==> src/rtl/flash_arb_pkg.sv <==
// Shared types and client identifiers for the flash read arbiter.
package flash_arb_pkg;

   typedef enum logic [1:0] {
      IDLE      = 2'd0,
      ISSUE     = 2'd1,
      WAIT_DATA = 2'd2
   } arb_state_t;

   typedef logic client_id_t;

   localparam client_id_t CLIENT_AUDIO = 1'b0;
   localparam client_id_t CLIENT_AUX   = 1'b1;

endpackage

==> src/rtl/watchdog_counter.sv <==
// Saturating cycle counter that flags when a flash read has waited too long.
module watchdog_counter #(
   parameter int TIMEOUT_CYCLES = 1023
) (
   input  logic clk,
   input  logic rst,
   input  logic clear,
   input  logic enable,
   output logic tc
);

   localparam int CNT_W = $clog2(TIMEOUT_CYCLES + 1);
   localparam logic [CNT_W-1:0] CNT_MAX = CNT_W'(TIMEOUT_CYCLES);
   localparam logic [CNT_W-1:0] CNT_TC  = CNT_W'(TIMEOUT_CYCLES - 1);

   logic [CNT_W-1:0] wd_cnt;

   // count while enabled, stick at the maximum instead of wrapping
   always_ff @(posedge clk) begin
      if (rst || clear) begin
         wd_cnt <= '0;
      end else if (enable && (wd_cnt != CNT_MAX)) begin
         wd_cnt <= wd_cnt + CNT_W'(1);
      end
   end

   assign tc = (wd_cnt == CNT_TC);

endmodule

==> src/rtl/flash_read_arbiter.sv <==
// Round-robin arbiter sharing one Avalon-MM flash read port between two
// read masters, one read outstanding at a time, with a stuck-read watchdog.
module flash_read_arbiter
   import flash_arb_pkg::*;
#(
   parameter int ADDR_W         = 23,
   parameter int DATA_W         = 32,
   parameter int BE_W           = 4,
   parameter int TIMEOUT_CYCLES = 1023
) (
   input  logic              clk,
   input  logic              rst,
   input  logic              c0_read,
   input  logic [ADDR_W-1:0] c0_address,
   input  logic [BE_W-1:0]   c0_byteenable,
   output logic              c0_waitrequest,
   output logic [DATA_W-1:0] c0_readdata,
   output logic              c0_readdatavalid,
   input  logic              c1_read,
   input  logic [ADDR_W-1:0] c1_address,
   input  logic [BE_W-1:0]   c1_byteenable,
   output logic              c1_waitrequest,
   output logic [DATA_W-1:0] c1_readdata,
   output logic              c1_readdatavalid,
   output logic              flsh_read,
   output logic [ADDR_W-1:0] flsh_address,
   output logic [BE_W-1:0]   flsh_byteenable,
   input  logic              flsh_waitrequest,
   input  logic [DATA_W-1:0] flsh_readdata,
   input  logic              flsh_readdatavalid,
   output logic              timeout_err
);

   arb_state_t        state_q, state_d;
   client_id_t        grant_q, grant_d;
   client_id_t        rr_ptr;
   logic [ADDR_W-1:0] addr_q;
   logic [BE_W-1:0]   be_q;
   logic [DATA_W-1:0] rdata_q;
   logic [1:0]        rvalid_q;
   logic              timeout_q;
   logic              flsh_read_q;
   logic              latch, accept, data_done, forced_done;
   logic              wd_tc;

   watchdog_counter #(
      .TIMEOUT_CYCLES(TIMEOUT_CYCLES)
   ) u_watchdog (
      .clk   (clk),
      .rst   (rst),
      .clear (accept),
      .enable(state_q == WAIT_DATA),
      .tc    (wd_tc)
   );

   // next-state, grant choice and client stall; flash stall passes straight
   // through to the granted client so both see the accept in the same cycle
   always_comb begin
      state_d        = state_q;
      grant_d        = grant_q;
      latch          = 1'b0;
      accept         = 1'b0;
      data_done      = 1'b0;
      forced_done    = 1'b0;
      c0_waitrequest = 1'b1;
      c1_waitrequest = 1'b1;
      case (state_q)
         IDLE: begin
            if (c0_read || c1_read) begin
               latch   = 1'b1;
               state_d = ISSUE;
               if (c0_read && c1_read) grant_d = rr_ptr;
               else                    grant_d = c1_read ? CLIENT_AUX : CLIENT_AUDIO;
            end
         end
         ISSUE: begin
            if (grant_q == CLIENT_AUX) c1_waitrequest = flsh_waitrequest;
            else                       c0_waitrequest = flsh_waitrequest;
            if (!flsh_waitrequest) begin
               accept  = 1'b1;
               state_d = WAIT_DATA;
            end
         end
         WAIT_DATA: begin
            // real data beats the watchdog when both land together
            if (flsh_readdatavalid) begin
               data_done = 1'b1;
               state_d   = IDLE;
            end else if (wd_tc) begin
               forced_done = 1'b1;
               state_d     = IDLE;
            end
         end
         default: state_d = IDLE;
      endcase
   end

   // state, request latch, flash command and completion registers
   always_ff @(posedge clk) begin
      if (rst) begin
         state_q     <= IDLE;
         grant_q     <= CLIENT_AUDIO;
         rr_ptr      <= CLIENT_AUDIO;
         addr_q      <= '0;
         be_q        <= '0;
         rdata_q     <= '0;
         rvalid_q    <= 2'b00;
         timeout_q   <= 1'b0;
         flsh_read_q <= 1'b0;
      end else begin
         state_q   <= state_d;
         grant_q   <= grant_d;
         rvalid_q  <= 2'b00;
         timeout_q <= 1'b0;
         if (latch) begin
            flsh_read_q <= 1'b1;
            addr_q      <= (grant_d == CLIENT_AUX) ? c1_address    : c0_address;
            be_q        <= (grant_d == CLIENT_AUX) ? c1_byteenable : c0_byteenable;
         end
         if (accept) flsh_read_q <= 1'b0;
         if (data_done || forced_done) begin
            rdata_q   <= data_done ? flsh_readdata : '0;
            rvalid_q  <= (grant_q == CLIENT_AUX) ? 2'b10 : 2'b01;
            timeout_q <= forced_done;
            rr_ptr    <= ~grant_q;
         end
      end
   end

   assign flsh_read        = flsh_read_q;
   assign flsh_address     = addr_q;
   assign flsh_byteenable  = be_q;
   assign c0_readdata      = rdata_q;
   assign c1_readdata      = rdata_q;
   assign c0_readdatavalid = rvalid_q[0];
   assign c1_readdatavalid = rvalid_q[1];
   assign timeout_err      = timeout_q;

endmodule
==> config.mk <==
export PLATFORM = sky130hd
export DESIGN_NAME = flash_read_arbiter
export DESIGN_NICKNAME = d
export VERILOG_FILES = /design/src/rtl/flash_arb_pkg.sv /design/src/rtl/watchdog_counter.sv /design/src/rtl/flash_read_arbiter.sv
export SDC_FILE = /design/constraint.sdc
export NUM_CORES = 1
export LEC_CHECK = 0
export ABC_CLOCK_PERIOD_IN_PS = 2400
export BUFFER_PORTS_ARGS = -buffer_cell sky130_fd_sc_hd__buf_4
export CAP_MARGIN = 20
export CORE_UTILIZATION = 35
export DETAILED_ROUTE_END_ITERATION = 7
export PLACE_DENSITY = 0.77
export SYNTH_ARGS = -nofsm -noshare
export SYNTH_HDL_FRONTEND = slang
export SYNTH_SLANG_ARGS = --single-unit
==> constraint.sdc <==
create_clock -name clk -period 2.4 [get_ports clk]
set_clock_uncertainty 0.2 [all_clocks]
set_input_delay 0.24 -clock clk [delete_from_list [all_inputs] [get_ports clk]]
set_output_delay 0.24 -clock clk [all_outputs]
set_load 0.05 [all_outputs]
# Yosys cells after proc, flatten, opt, wreduce, memory -nomap -nowiden

Index checks and enable logic that the tools add are counted.
Widths: inputs -> output; s select.

Input port bits: 92
ROM bits: 0
Memories: 0
Output and inout bits: 97
Bits in latches: 0
Memory bits (writable): 0
Register bits after elaboration: 77

$mul: 0
Divide/modulo/power cells: 0
$lt $le $gt $ge: 0
Mux-type cells: 26
Bitwise logic cells: 2
Shifts and indexed selects: 0
Equal/unequal tests: 7
Reductions and logical operators: 9
$add $sub $neg: 1

Operator list:

| operator              | number |
|---|---|
| $mux 32               | 1 |
| $mux 23               | 1 |
| $mux 1                | 17 |
| $add 10x1->10 const B | 1 |
| $eq 10x10->1 const B  | 1 |
| $mux 2                | 5 |
| $ne 10x10->1 const B  | 1 |
| $pmux 2 s3            | 1 |
| $mux 4                | 1 |
| $ne 2x2->1 const B    | 2 |
| $reduce_or 2->1       | 2 |
| $logic_or 1x1->1      | 3 |
| $ne 3x3->1 const B    | 1 |
| $reduce_and 3->1      | 1 |
| $eq 2x1->1 const B    | 1 |
| $eq 2x2->1 const B    | 1 |
| $logic_and 1x1->1     | 2 |
| $logic_not 2->1       | 1 |
| $not 1->1             | 2 |

# Depth between registers and ports, before layout

Depth after elaboration: 7
Mapped depth: 6
Mapped depth without buffers: 5

# Modules after synthesis

A second synthesis with hierarchy kept.

Cells, all modules: 391
Area, all modules: 3545.9 um2

Modules (own cells, without submodules):

| module             | cells each | instances | area each (um2) | sequential area each (um2) |
|---|---|---|---|---|
| flash_read_arbiter | 323        | 1         | 2980.4          | 1341.3 |
| watchdog_counter   | 68         | 1         | 565.5           | 200.2 |

# Worst setup path after synthesis

OpenSTA, ideal clock, no wires.

Kind: reg2reg
From: reg u_watchdog.wd_cnt[0]
To: reg u_watchdog.wd_cnt[6]
Data arrival time: 1.456 ns
Period minus slack after synthesis: 1.727 ns
Buffers on the path: 0
Slack: 0.673 ns
Cell stages (with the launch flop): 5
Cells stage by stage: dfxtp_1 ha_1 nand3b_1 or4_2 a21oi_1

Cells in the longest elaborated chain, start to end: 2
Elaborated cells between the ends (all ways): 3
Classes of those cells: add/sub: 1; eq/ne: 1; reduce/logical: 1

RTL lines:

| item                                                                  | RTL line               | text |
|---|---|---|
| start, declared                                                       | watchdog_counter.sv:16 | `logic [CNT_W-1:0] wd_cnt;` |
| start signal, assigned                                                | watchdog_counter.sv:23 | `wd_cnt <= wd_cnt + CNT_W'(1);` |
| parallel branches: the longest is 2 deep, another holds $add 10x1->10 | -                      |  |

Several ways; the timed one is not identified.
A chain may end at the register's enable or synchronous reset.

# Final worst setup path

From: reg u_watchdog.wd_cnt[6]
To: reg rdata_q[5] (netlist: c0_readdata[5])

Cells in the longest elaborated chain, start to end: 5

RTL lines:

| item                 | RTL line                  | text |
|---|---|---|
| $eq 10x10->1         | watchdog_counter.sv:27    | `assign tc = (wd_cnt == CNT_TC);` |
| $mux 1               | flash_read_arbiter.sv:89  | `end else if (wd_tc) begin` |
| $mux 1               | flash_read_arbiter.sv:86  | `if (flsh_readdatavalid) begin` |
| $mux 1               | flash_read_arbiter.sv:67  | `case (state_q)` |
| $logic_or 1x1->1     | flash_read_arbiter.sv:121 | `if (data_done \|\| forced_done) begin` |
| end signal, assigned | flash_read_arbiter.sv:122 | `rdata_q <= data_done ? flsh_readdata : '0;` |
| end, declared        | flash_read_arbiter.sv:39  | `logic [DATA_W-1:0] rdata_q;` |

Every way passes these cells.

==> out/metrics.yaml <==
n_antenna_cell: 0
netlist_top_cells_area: "sky130_fd_sc_hd__dfxtp_1, sky130_fd_sc_hd__mux2i_1, sky130_fd_sc_hd__buf_4"
worst_slew_pin_slew_ps: 872.0
static-leakage-power_nw: 2.447
remaining_drc_errors: 0
unrepaired_setup_endpoints_after_global_routing: "false"
mostFrequentLayoutCells: "sky130_fd_sc_hd__buf_4, sky130_fd_sc_hd__dfxtp_1, sky130_fd_sc_hd__nor2_1, sky130_fd_sc_hd__dlygate4sd3_1, sky130_fd_sc_hd__a211oi_1"
nNetsFinal: 600
crit_required_ps: 2480
final_layout_size_suffix_gt1_frac: 0.4420
worstSetupPathType: "flip-flop to flip-flop"
timing.critical_path.from_type: "flip-flop"
largest_net_degree_at_the_start_of_global_routing: 47
globalRouteMet1Util: 0.1892
critPathCaptureType: "flip-flop"
cap_violations: 0
min-delay-path-class: "input port to flip-flop"
nFillCells: 778
first_global_vias: 2956
ys_ff_latch: 77
die_w_um: 99.74
clk_latency_ps: 340
syn_inst: 324
period_needed_ps: 2214
fp.dieH_um: 99.74
synth_ff_type: "sky130_fd_sc_hd__dfxtp_1"
clock_tree.htree_level_count: 3
initial_core_util: 0.3618
clkSinkCount: 77
syn_avg_cell_area_sq_um: 10.32
fmaxAchievable_ghz: 0.4516
grtUsageMet2: 0.3008
final-setup-viol-count: 0
slew_headroom: 0.4174
synth.yosys.seq_area_share: 0.4611
post_cts_resize_count: 0
route.detailed.vias_per_inst: 4.766
detailed_router_iteration_count_before_antenna_repair: 4
place.port_buffers: 188
synth-edff-count: 0
place_congestion: 0.7776
status: "completed"
routed-via-count: 3041
irDropWorstVdd_mv: 0.3864
global_route_total_usage_across_every_layer: 0.1717
tns_ps: 0
slew_viol_final: 0
area_growth_syn_to_layout_pct: 53.33
core-area_sq_um: 9240
antenna_violations_before_repair: 0
design.portCount: 189
cts_tree: "built"
cp_max_fo: 32
min_period_over_period: 0.9227
yosys_warnings: 0
synth_largest_type_area_fraction: 0.4611
synth_fp_nets: 418
rows: 35
ys_types: 40
clock_tree.buffer_depth: 2
most_frequent_standard_cell_in_the_layout_excluding_fill_and_tap_cells: "sky130_fd_sc_hd__buf_4"
grt_pass1_wl_um: 13570
multiInputGateArea_sq_um: 1374
synth_top_cell_by_area: "sky130_fd_sc_hd__dfxtp_1"
dp_hpwl_um: 6134
worst_ep_arrival_time_ps: 2300
timing.hold.worst_path_depth: 2
drt-total-wl_um: 8711
pwr_density_cell_nw_per_um2: 649.3
totalPowerFinal_w: 0.003329
drt_iter0_drc: 65
die_ar_sq_um: 9947
groute.layer.met3.usage: 0.06535
worst_r2r_path_depth: 4
ff_latch_area_sq_um: 1541
cts_root_buffer: "sky130_fd_sc_hd__clkbuf_8"
gr-max-usage-layer: "met2"
global_route_congestion_overflow_total: 0
number_of_hold_slack_violations_in_the_final_timing_report: 0
cts_inserted_buffers: 9
async_reset_ff_frac: 0
wl_per_cell_um: 13.65
cts.clk_slew.worst_paths_ps: 80
synth.cell_area_sq_um: 3343
drtAntennaViolNets: 0
## worst paths after layout
check                  startpoint               end  slack, ps
min reg2reg       flsh_address[3]   flsh_address[3]        300
min                           rst  flsh_address[11]         20
max          u_watchdog.wd_cnt[6]    c0_readdata[5]        190
max reg2reg  u_watchdog.wd_cnt[6]    c0_readdata[5]        190
## critical path: stages (launching register included)
cell                      delay, ps
sky130_fd_sc_hd__dfxtp_1        350
sky130_fd_sc_hd__and3_1         290
sky130_fd_sc_hd__a41o_4         330
sky130_fd_sc_hd__a21oi_4        690
sky130_fd_sc_hd__a22o_2         280
## metrics by stage
| stage | setup slack [ps] | hold slack [ps] | utilization | std cells | cell area [sq um] |
|---|---|---|---|---|---|
| 2_1_floorplan | 673.1 | 165.5 | - | 324 | 3343 |
| 3_5_place_dp | 196.3 | 252.9 | 0.4936 | 591 | 4561 |
| 3_3_place_gp | 268.2 | 249.2 | 0.4936 | 591 | 4561 |
| 6_report | 185.6 | 20.24 | 0.5548 | 638 | 5126 |
| 4_1_cts | 175.7 | 8.101 | 0.5548 | 638 | 5126 |
| 5_1_grt | 59.16 | 13.95 | 0.5548 | 638 | 5126 |
## area by class of cell
class	count	area share
Clock buffer	10	0.02685
Clock inverter	4	0.01904
Inverter	4	0.002929
Multi-Input combinational cell	187	0.2680
Sequential cell	77	0.3007
Tap cell	129	0.03149
Timing Repair Buffer	227	0.3510
## sequential cells by signal, indices dropped and copies added (netlist names)
| signal | cells |
|---|---|
| state_q | 2 |
| rvalid_q | 2 |
| rr_ptr | 1 |
| grant_q | 1 |
| flsh_read | 1 |
| c0_readdata | 32 |
| u_watchdog.wd_cnt | 10 |
| timeout_err | 1 |
| flsh_byteenable | 4 |
| flsh_address | 23 |
## power by group
part | switching [W] | internal (W)
clock | 0.000448 | 0.000708
combinational | 0.000463 | 0.000317
sequential | 0.0000445 | 0.00135
total | 0.000955 | 0.00237
## logic make-up after synthesis
| group | share of synthesized area |
|---|---|
| DFF | 0.4611 |
| xor gates and xnor gates | 0.01048 |
| AOI/OAI and AO/OA | 0.2006 |
| buffers and inverters | 0.1295 |
| and+or+nand+nor | 0.1100 |
| muxes | 0.08084 |
| adders and majority gates | 0.007484 |
## what timing repair did
item | in CTS | in global routing
hold endpoints to repair | 33 | 0
hold buffers | 33 | 0
setup buffers | 0 | 0
## cells in the mapped netlist, types with 7 or more instances
master                     count
sky130_fd_sc_hd__dfxtp_1      77
sky130_fd_sc_hd__nor2_1       38
sky130_fd_sc_hd__buf_4        34
sky130_fd_sc_hd__a211oi_1     32
sky130_fd_sc_hd__mux2i_1      27
sky130_fd_sc_hd__a22o_1       23
sky130_fd_sc_hd__a22o_2        9
sky130_fd_sc_hd__clkbuf_1      9
sky130_fd_sc_hd__a21oi_1       7
sky130_fd_sc_hd__buf_6         7
sky130_fd_sc_hd__nand4_1       7
## per-layer routing
metal / share of wire / wire, um
met1: 0.40 / 3491
met2: 0.49 / 4304
met3: 0.093 / 808
met4: 0.012 / 107
met5: 0 / 0
Note: power is estimated with default switching activity, not from simulation.
